## src/rtl/tdc_pkg.sv

```systemverilog
// Shared definitions for the TDC start-pulse generator: widths, FSM states,
// and the delay-line length the TDC core is built around.
package tdc_pkg;

  localparam int TDC_CNT_W   = 16;
  localparam int TDC_BURST_W = 8;
  localparam int TDC_N_DELAY = 128;

  typedef enum logic [1:0] {
    ST_IDLE,
    ST_HIGH,
    ST_LOW
  } state_e;

  // A pulse needs at least one high cycle and at least one low cycle.
  function automatic logic cfg_legal(logic [31:0] period, logic [31:0] width);
    return (width != 32'd0) && (width < period);
  endfunction

endpackage

```

## src/rtl/tdc_start_gen_if.sv

```systemverilog
// Configuration, control and status bundle between a controller and the
// start-pulse generator.
interface tdc_start_gen_if
  import tdc_pkg::*;
#(
  parameter int CNT_W   = TDC_CNT_W,
  parameter int BURST_W = TDC_BURST_W
);

  logic [CNT_W-1:0]   cfg_period;
  logic [CNT_W-1:0]   cfg_width;
  logic [BURST_W-1:0] cfg_count;
  logic               go;
  logic               abort;
  logic               start_out;
  logic               busy;
  logic               done;
  logic               cfg_err;
  logic [BURST_W-1:0] pulse_idx;

  modport master (
    output cfg_period, cfg_width, cfg_count, go, abort,
    input  start_out, busy, done, cfg_err, pulse_idx
  );

  modport slave (
    input  cfg_period, cfg_width, cfg_count, go, abort,
    output start_out, busy, done, cfg_err, pulse_idx
  );

endinterface

```

## src/rtl/tdc_phase_cnt.sv

```systemverilog
// Phase counter for the start generator: counts cycles since the last rising
// edge and flags when the high-time or the period has elapsed.
module tdc_phase_cnt #(
  parameter int CNT_W = 16
) (
  input  logic             clk,
  input  logic             rst_n,
  input  logic             load_i,
  input  logic             clr_i,
  input  logic             en_i,
  input  logic [CNT_W-1:0] cmp_w_i,
  input  logic [CNT_W-1:0] cmp_p_i,
  output logic             eq_w_o,
  output logic             eq_p_o
);

  logic [CNT_W-1:0] cnt_q, cnt_d;

  // Loading 1 on a rising edge makes the count equal the cycle number
  // within the pulse at each following edge.
  always_comb begin
    cnt_d = cnt_q;
    if (clr_i) begin
      cnt_d = '0;
    end else if (load_i) begin
      cnt_d = CNT_W'(1);
    end else if (en_i) begin
      cnt_d = cnt_q + CNT_W'(1);
    end
  end

  always_ff @(posedge clk or negedge rst_n) begin
    if (!rst_n) begin
      cnt_q <= '0;
    end else begin
      cnt_q <= cnt_d;
    end
  end

  assign eq_w_o = (cnt_q == cmp_w_i);
  assign eq_p_o = (cnt_q == cmp_p_i);

endmodule

```

## src/rtl/tdc_start_gen.sv

```systemverilog
// Programmable start-pulse generator for the delay-line TDC; start_out comes
// straight from a flop so the delay line only sees clean edges.
module tdc_start_gen
  import tdc_pkg::*;
#(
  parameter int CNT_W   = TDC_CNT_W,
  parameter int BURST_W = TDC_BURST_W
) (
  input logic            clk,
  input logic            rst_n,
  tdc_start_gen_if.slave bus
);

  state_e             state_q, state_d;
  logic [CNT_W-1:0]   period_q, period_d;
  logic [CNT_W-1:0]   width_q, width_d;
  logic [BURST_W-1:0] count_q, count_d;
  logic [BURST_W-1:0] idx_q, idx_d;
  logic               start_q, start_d;
  logic               busy_q, busy_d;
  logic               done_q, done_d;
  logic               err_q, err_d;
  logic               cnt_load;
  logic               cnt_clr;
  logic               hit_w;
  logic               hit_p;
  logic               cfg_ok;

  assign cfg_ok = cfg_legal(32'(bus.cfg_period), 32'(bus.cfg_width));

  tdc_phase_cnt #(
    .CNT_W (CNT_W)
  ) u_phase_cnt (
    .clk     (clk),
    .rst_n   (rst_n),
    .load_i  (cnt_load),
    .clr_i   (cnt_clr),
    .en_i    (state_q != ST_IDLE),
    .cmp_w_i (width_q),
    .cmp_p_i (period_q),
    .eq_w_o  (hit_w),
    .eq_p_o  (hit_p)
  );

  // Every output is computed one cycle ahead so it can leave on a flop.
  always_comb begin
    state_d  = state_q;
    period_d = period_q;
    width_d  = width_q;
    count_d  = count_q;
    idx_d    = idx_q;
    start_d  = start_q;
    busy_d   = busy_q;
    done_d   = 1'b0;
    err_d    = 1'b0;
    cnt_load = 1'b0;
    cnt_clr  = 1'b0;

    case (state_q)
      ST_IDLE: begin
        if (!bus.abort && bus.go) begin
          if (cfg_ok) begin
            period_d = bus.cfg_period;
            width_d  = bus.cfg_width;
            count_d  = bus.cfg_count;
            idx_d    = BURST_W'(1);
            start_d  = 1'b1;
            busy_d   = 1'b1;
            cnt_load = 1'b1;
            state_d  = ST_HIGH;
          end else begin
            err_d = 1'b1;
          end
        end
      end

      ST_HIGH: begin
        if (bus.abort) begin
          start_d = 1'b0;
          busy_d  = 1'b0;
          cnt_clr = 1'b1;
          state_d = ST_IDLE;
        end else if (hit_w) begin
          start_d = 1'b0;
          state_d = ST_LOW;
        end
      end

      ST_LOW: begin
        if (bus.abort) begin
          busy_d  = 1'b0;
          cnt_clr = 1'b1;
          state_d = ST_IDLE;
        end else if (hit_p) begin
          // A zero burst length means run until aborted.
          if ((count_q == '0) || (idx_q < count_q)) begin
            idx_d    = idx_q + BURST_W'(1);
            start_d  = 1'b1;
            cnt_load = 1'b1;
            state_d  = ST_HIGH;
          end else begin
            busy_d  = 1'b0;
            done_d  = 1'b1;
            cnt_clr = 1'b1;
            state_d = ST_IDLE;
          end
        end
      end

      default: begin
        start_d = 1'b0;
        busy_d  = 1'b0;
        cnt_clr = 1'b1;
        state_d = ST_IDLE;
      end
    endcase
  end

  always_ff @(posedge clk or negedge rst_n) begin
    if (!rst_n) begin
      state_q  <= ST_IDLE;
      period_q <= '0;
      width_q  <= '0;
      count_q  <= '0;
      idx_q    <= '0;
      start_q  <= 1'b0;
      busy_q   <= 1'b0;
      done_q   <= 1'b0;
      err_q    <= 1'b0;
    end else begin
      state_q  <= state_d;
      period_q <= period_d;
      width_q  <= width_d;
      count_q  <= count_d;
      idx_q    <= idx_d;
      start_q  <= start_d;
      busy_q   <= busy_d;
      done_q   <= done_d;
      err_q    <= err_d;
    end
  end

  assign bus.start_out = start_q;
  assign bus.busy      = busy_q;
  assign bus.done      = done_q;
  assign bus.cfg_err   = err_q;
  assign bus.pulse_idx = idx_q;

endmodule

```

## src/flat_wrapper.sv

```systemverilog
// flat-port wrapper written by rule: the top's interface ports become plain ports
module tdc_start_gen_flat import tdc_pkg::*;
#(
  parameter int CNT_W   = TDC_CNT_W,
  parameter int BURST_W = TDC_BURST_W
)
  (clk, rst_n, bus_cfg_period, bus_cfg_width, bus_cfg_count, bus_go, bus_abort, bus_start_out, bus_busy, bus_done, bus_cfg_err, bus_pulse_idx);
  tdc_start_gen_if #(.CNT_W(CNT_W), .BURST_W(BURST_W)) bus_i ();
  input logic clk;
  input logic rst_n;
  input wire logic [$bits(bus_i.cfg_period)-1:0] bus_cfg_period;
  input wire logic [$bits(bus_i.cfg_width)-1:0] bus_cfg_width;
  input wire logic [$bits(bus_i.cfg_count)-1:0] bus_cfg_count;
  input wire logic [$bits(bus_i.go)-1:0] bus_go;
  input wire logic [$bits(bus_i.abort)-1:0] bus_abort;
  output wire logic [$bits(bus_i.start_out)-1:0] bus_start_out;
  output wire logic [$bits(bus_i.busy)-1:0] bus_busy;
  output wire logic [$bits(bus_i.done)-1:0] bus_done;
  output wire logic [$bits(bus_i.cfg_err)-1:0] bus_cfg_err;
  output wire logic [$bits(bus_i.pulse_idx)-1:0] bus_pulse_idx;
  assign bus_i.cfg_period = bus_cfg_period;
  assign bus_i.cfg_width = bus_cfg_width;
  assign bus_i.cfg_count = bus_cfg_count;
  assign bus_i.go = bus_go;
  assign bus_i.abort = bus_abort;
  assign bus_start_out = bus_i.start_out;
  assign bus_busy = bus_i.busy;
  assign bus_done = bus_i.done;
  assign bus_cfg_err = bus_i.cfg_err;
  assign bus_pulse_idx = bus_i.pulse_idx;
  tdc_start_gen #(.CNT_W(CNT_W), .BURST_W(BURST_W)) u_core (.clk(clk), .rst_n(rst_n), .bus(bus_i));
endmodule
```

## config.mk

```make
export PLATFORM = sky130hd
export DESIGN_NAME = tdc_start_gen_flat
export DESIGN_NICKNAME = d
export VERILOG_FILES = /design/src/rtl/tdc_pkg.sv /design/src/rtl/tdc_start_gen_if.sv /design/src/rtl/tdc_phase_cnt.sv /design/src/rtl/tdc_start_gen.sv /design/src/flat_wrapper.sv
export SDC_FILE = /design/constraint.sdc
export NUM_CORES = 1
export LEC_CHECK = 0
export CORE_MARGIN = 2
export CORE_UTILIZATION = 60
export DETAILED_ROUTE_END_ITERATION = 12
export GPL_TIMING_DRIVEN = 0
export PLACE_DENSITY_LB_ADDON = 0.3
export SYNTH_ARGS = -nofsm -noshare
export SYNTH_HDL_FRONTEND = slang
export SYNTH_SLANG_ARGS = --single-unit
export TNS_END_PERCENT = 50
```

## constraint.sdc

```tcl
create_clock -name clk -period 4.4 [get_ports clk]
set_input_delay 0.88 -clock clk [delete_from_list [all_inputs] [get_ports clk]]
set_output_delay 0.88 -clock clk [all_outputs]
set_load 0.05 [all_outputs]
```

### After elaboration in Yosys (flattened, before gate mapping)

Index checks and enable logic that the tools add are counted.

| word-level totals | value |
|---|---|
| word-level logic and storage cells | 88 |
| input bits | 44 |
| register bits after elaboration | 70 |

| operators by class | value |
|---|---|
| reduce and logical (&&, ||, !) cells | 15 |
| add/subtract/negate cells | 2 |
| muxes and demuxes | 46 |
| $lt $le $gt $ge | 2 |
| equality and inequality tests | 13 |

Operators by type and width:

| kind | count |
|---|---|
| 16-bit two-way mux | 3 |
| 8-bit two-way mux | 5 |
| 16-bit == test | 2 |
| 1-bit two-way mux | 26 |
| 16-bit by 1-bit adder with 16-bit output (second input constant) | 1 |
| 16-bit less-than comparator | 1 |
| 8-bit one-hot mux with 2 select lines | 1 |
| 16-bit nonzero test | 1 |
| 2-bit two-way mux | 6 |
| 6-bit AND reduction | 2 |
| 1-bit one-hot mux with 3 select lines | 3 |
| 8-bit by 1-bit adder with 8-bit output (second input constant) | 1 |
| 8-bit logical NOT | 1 |
| 8-bit less-than comparator | 1 |
| 2-bit by 1-bit inequality test with 1-bit output (second input constant) | 4 |
| 3-bit by 2-bit inequality test with 1-bit output (second input constant) | 2 |
| 2-bit one-hot mux with 3 select lines | 1 |
| 5-bit AND reduction | 1 |
| 2-bit inequality test (second input constant) | 2 |
| 4-bit AND reduction | 1 |
| 2-bit nonzero test | 2 |
| 3-bit inequality test (second input constant) | 1 |
| 3-bit AND reduction | 1 |
| 3-bit nonzero test | 1 |
| other kinds (7) | 8 |

### Depth between registers and ports, before layout

| depth | value |
|---|---|
| depth in word-level cells | 8 |
| mapped depth | 10 |
| mapped depth without buffers | 8 |

### Hierarchy

A second synthesis with hierarchy kept.

| unflattened totals | value |
|---|---|
| cells, all modules | 409 |
| area total of the unflattened synthesis | 4217.8 µm² |

By module, submodules not included:

| module | sequential area each (µm²) | area each (µm²) | cells an instance | times used |
|---|---|---|---|---|
| tdc_start_gen | 1351.3 | 2989.1 | 272 | 1 |
| tdc_phase_cnt | 400.4 | 1228.7 | 137 | 1 |

### Worst setup path before layout

OpenSTA, ideal clock, no wires.

| path | value |
|---|---|
| path kind | input to register |
| start | in bus_cfg_period[13] |
| end | reg u_core.period_q[10] |
| stages | 10 |
| path slack | 1.321 ns |
| buffers on the path | 2 |
| data arrival time | 2.953 ns |
| cells stage by stage | inv_1 -> ha_1 -> nand4_1 -> or4_1 -> o311ai_2 -> nand4b_4 -> nor2_2 -> buf_6 -> buf_6 -> mux2_4 |

| between the ends | value |
|---|---|
| longest elaborated chain between the ends | 3 |

Ends and longest elaborated chain:

| element | line | RTL |
|---|---|---|
| start: declaration | flat_wrapper.sv:11 | `input wire logic [$bits(bus_i.cfg_period)-1:0] bus_cfg_period;` |
| 16-bit less-than comparator | tdc_pkg.sv:17 | `return (width != 32'd0) && (width < period);` |
| 1-bit logical AND | tdc_pkg.sv:17 |  |
| 3-bit AND reduction (no source line) | -- |  |
| end signal: assignment | tdc_start_gen.sv:132 | `period_q <= period_d;` |
| end: declaration | tdc_start_gen.sv:15 | `logic [CNT_W-1:0] period_q, period_d;` |

No other way between the ends.
A chain may end at the register's enable or synchronous reset.

### Worst setup path after layout

| path | value |
|---|---|
| start | in bus_cfg_period[15] |
| end | reg u_core.period_q[9] |

The elaborated chain is that of the path after synthesis.

==> impl_results.md <==
- Worst reg-to-reg setup slack: 1.58 ns
- Share of cells above drive strength 1: 0.0870
- Cell Pwr Density: 370 nW/um^2
- Most frequent cells in the layout: dfrtp_1 (70), clkdlybuf4s50_1 (54), inv_1 (31), mux2_1 (28), ha_1 (24)
- CTS Hold Bufs: 0
- DRT iter0 DRCs: 191
- Reg2reg start: u_core.u_phase_cnt.cnt_q[5]$_DFFE_PN0P_
- Die area: 7640 sq um
- F_max: 282 MHz
- Power Total: 1.85 mW
- Critical path endpoint category: register
- Core area: 6760 sq um
- TritonCTS buffer count: 9
- Total routed wirelength: 9540 um
- Number of synthesized register bits: 70
- Initial core utilization: 0.618
- Avg WL per Cell: 17.3 um
- Mapped Area: 4180 sq um
- Switching Share: 0.306
- Post-route DRC: 0
- Placed Cells: 535
- Comb pwr share: 0.255
- Vias in the first global route: 3261
- Setup Buffers After CTS: 0
- Status: complete, no violations
- Placer Congestion: 0.843
- Reg2Reg Capture Point: u_core.u_phase_cnt.cnt_q[10]$_DFFE_PN0P_
- ANT nets after route: 0
- Final Cycle Share: 0.807
- Clock Tree Root: clkbuf_8
- Fin crit period: 3.55 ns
- Mapped Cells: 400
- WP data arrival: 3.79 ns
- Num rows: 30
- Worst Skew: 0.00622 ns
- Unrepaired setup endpoints after global routing: no
- Initial antenna violation count: 0
- Hold path endpoint: u_core.bus.busy$_DFFE_PN0P_
- Reg power frac: 0.478
- Leakage: 2.29 nW
- Min-delay src: u_core.bus.busy$_DFFE_PN0P_
- Max transition margin: 0.406
- Via count: 3243
- Via-per-instance ratio: 5.89
- Crit Path Max Fanout: 10
- Post-synth top flop: dfrtp_1
- Clk network pwr share: 0.267
- Crit path kind: input pin to register
- Clock Tree Buf Depth: 2
- Fin util: 0.741
- Slack of the critical path: 0.848 ns
- FILL cells: 489
- Async SR Flop Fraction: 1.00
- Post-route design area: 5010 sq um
- Clk slew on worst S/H paths: 0.07 ns
- Synthesized area per cell: 10.4 sq um
- Largest net degree at the start of global routing: 71
- Hold crit path type: register to register
- Final hold slack: 0.491 ns
- WHS Path Cells: 1
- Final setup fails: 0
- Clk_lat worst skew: 0.35 ns
- Dpl hpwl: 7170 um
- Seq/Total Area, Yosys: 0.419
- Fin. max-slew vios: 0
- Die X: 87.4 um
- Die H: 87.4 um
- Yosys Warn Count: 0
- Setup TNS Final: 0 ns
- R2r worst-path depth: 8
- Placed Area: 4820 sq um
- Boundary Pins: 56
- I/O Buffers: 55
- Mapped Nets: 468
- TritonCTS clock tree: built
- First-pass GRT wire length: 15900 um
- Startpoint types: input pin
- Sw Pwr: 0.567 mW
- First drt pass iteration count: 4
- Final hold violations: 0
- Finished Layout Cells: 551
- GRT overflow: 0
- CTS resizes: 0
- Clock Sinks: 70
- Nets: 534
- Peak supply drop: 277 uV
- Pre-CTS setup slack: 0.476 ns
- Critical Path RT: 4.64 ns
- Most common cell after layout, fill and taps aside: dfrtp_1
- Ant diodes: 0
- Slew @ Worst Pin: 0.892 ns
- Max Cap Viol: 0
- Number of enable flip-flop cells after synthesis: 0
- # H-tree levels: 3
- Library cells used by synthesis: 49
- Gr usage total: 0.275
- Internal: 1.29 mW
- Area Growth Syn to Fin: 19.9%
## cells by family (layout without fill, tap and decap cells)
logic type                 Yosys count  after routing  share of synthesized area
AOI/OAI and AO/OA                   60             60                      0.103
DFF                                 70             70                      0.419
buffers and inverters               54            125                     0.0548
xor gates and xnor gates            35             35                     0.0734
and+or+nand+nor                    115            115                      0.153
muxes                               42             42                      0.124
adders and majority gates           24             24                     0.0719
## synthesized netlist by cell type, types with 2 or more instances
cell type | number | area (sq um)
o211a_1 | 2 | 20.0
and3_1 | 8 | 50.1
nand2b_1 | 4 | 25.0
nand4_1 | 12 | 75.1
clkbuf_1 | 17 | 63.8
dfrtp_1 | 70 | 1750
a22o_1 | 5 | 43.8
a21oi_1 | 12 | 60.1
a221o_1 | 4 | 40.0
or4_1 | 5 | 37.5
a211o_1 | 4 | 35.0
a211oi_1 | 2 | 15.0
o22ai_1 | 3 | 18.8
nand3b_1 | 2 | 15.0
nor3b_1 | 4 | 30.0
xnor2_1 | 16 | 140
inv_1 | 31 | 116
xor2_1 | 19 | 166
nor2b_1 | 3 | 18.8
buf_2 | 3 | 15.0
or2_2 | 3 | 18.8
nand3_1 | 13 | 65.1
nor3_1 | 2 | 10.0
o21a_1 | 3 | 22.5
mux2_1 | 28 | 315
o21ai_0 | 12 | 60.1
or3_1 | 4 | 25.0
mux2_4 | 12 | 180
nand2_1 | 20 | 75.1
and2_1 | 4 | 25.0
buf_6 | 3 | 33.8
nor2_1 | 19 | 71.3
a21o_1 | 2 | 15.0
nor4_1 | 9 | 56.3
o31ai_1 | 2 | 15.0
a2111oi_0 | 2 | 17.5
ha_1 | 24 | 300
## flip-flops by register name, summed over array words and instances, names as in the netlist
signal / flops
u_core.state_q: 2
u_core.period_q: 16
u_core.width_q: 16
u_core.count_q: 8
u_core.bus.done: 1
u_core.bus.busy: 1
u_core.bus.cfg_err: 1
u_core.bus.start_out: 1
u_core.u_phase_cnt.cnt_q: 16
u_core.bus.pulse_idx: 8
## critical path, cell delays in order
cell and delay, ns:
clkdlybuf4s50_1 0.48, inv_1 0.05, ha_1 0.30, nand4_1 0.19, or4_1 0.58, o311ai_2 0.32, nand4b_4 0.27, nor2_2 0.07
buf_6 0.16, buf_6 0.17, mux2_4 0.31
## power groups by stage
stage	Clock (mW)	Sequential, mW	Combinational (mW)
after CTS	0.502	0.884	0.475
final	0.495	0.887	0.473
after global routing	0.534	0.899	0.521
after global placement	0	0.888	0.447
after floorplan	0	0.876	0.317
after detailed placement	0	0.895	0.469
## layout make-up
class	count	area, sq um	area share
tap	80	100	0.0200
clock buffer	11	131	0.0262
sequential	70	1750	0.350
buffer	23	113	0.0225
timing repair buffer	55	548	0.109
inverter	31	116	0.0232
multi-input combinational	276	2200	0.439
clock inverter	5	50.0	0.0100
## worst max path at each step
stage	depth (start not counted)	from	to	slack, ns
after floorplan	10	bus_cfg_period[13]	u_core.period_q[10]$_DFFE_PN0P_	1.32
after global placement	1	rst_n	u_core.count_q[2]$_DFFE_PN0P_	0.12
after detailed placement	11	bus_cfg_period[15]	u_core.period_q[9]$_DFFE_PN0P_	0.48
after CTS	11	bus_cfg_period[15]	u_core.period_q[9]$_DFFE_PN0P_	0.84
after global routing	11	bus_cfg_period[12]	u_core.period_q[9]$_DFFE_PN0P_	0.70
final	11	bus_cfg_period[15]	u_core.period_q[9]$_DFFE_PN0P_	0.85
## routing by layer
metal  global-route usage  share of wire
met1                0.388           0.47
met2                0.409           0.46
met3               0.0474          0.043
met4                0.137          0.029
met5                    0              0
No activity file was read; power rests on OpenSTA's default activity.
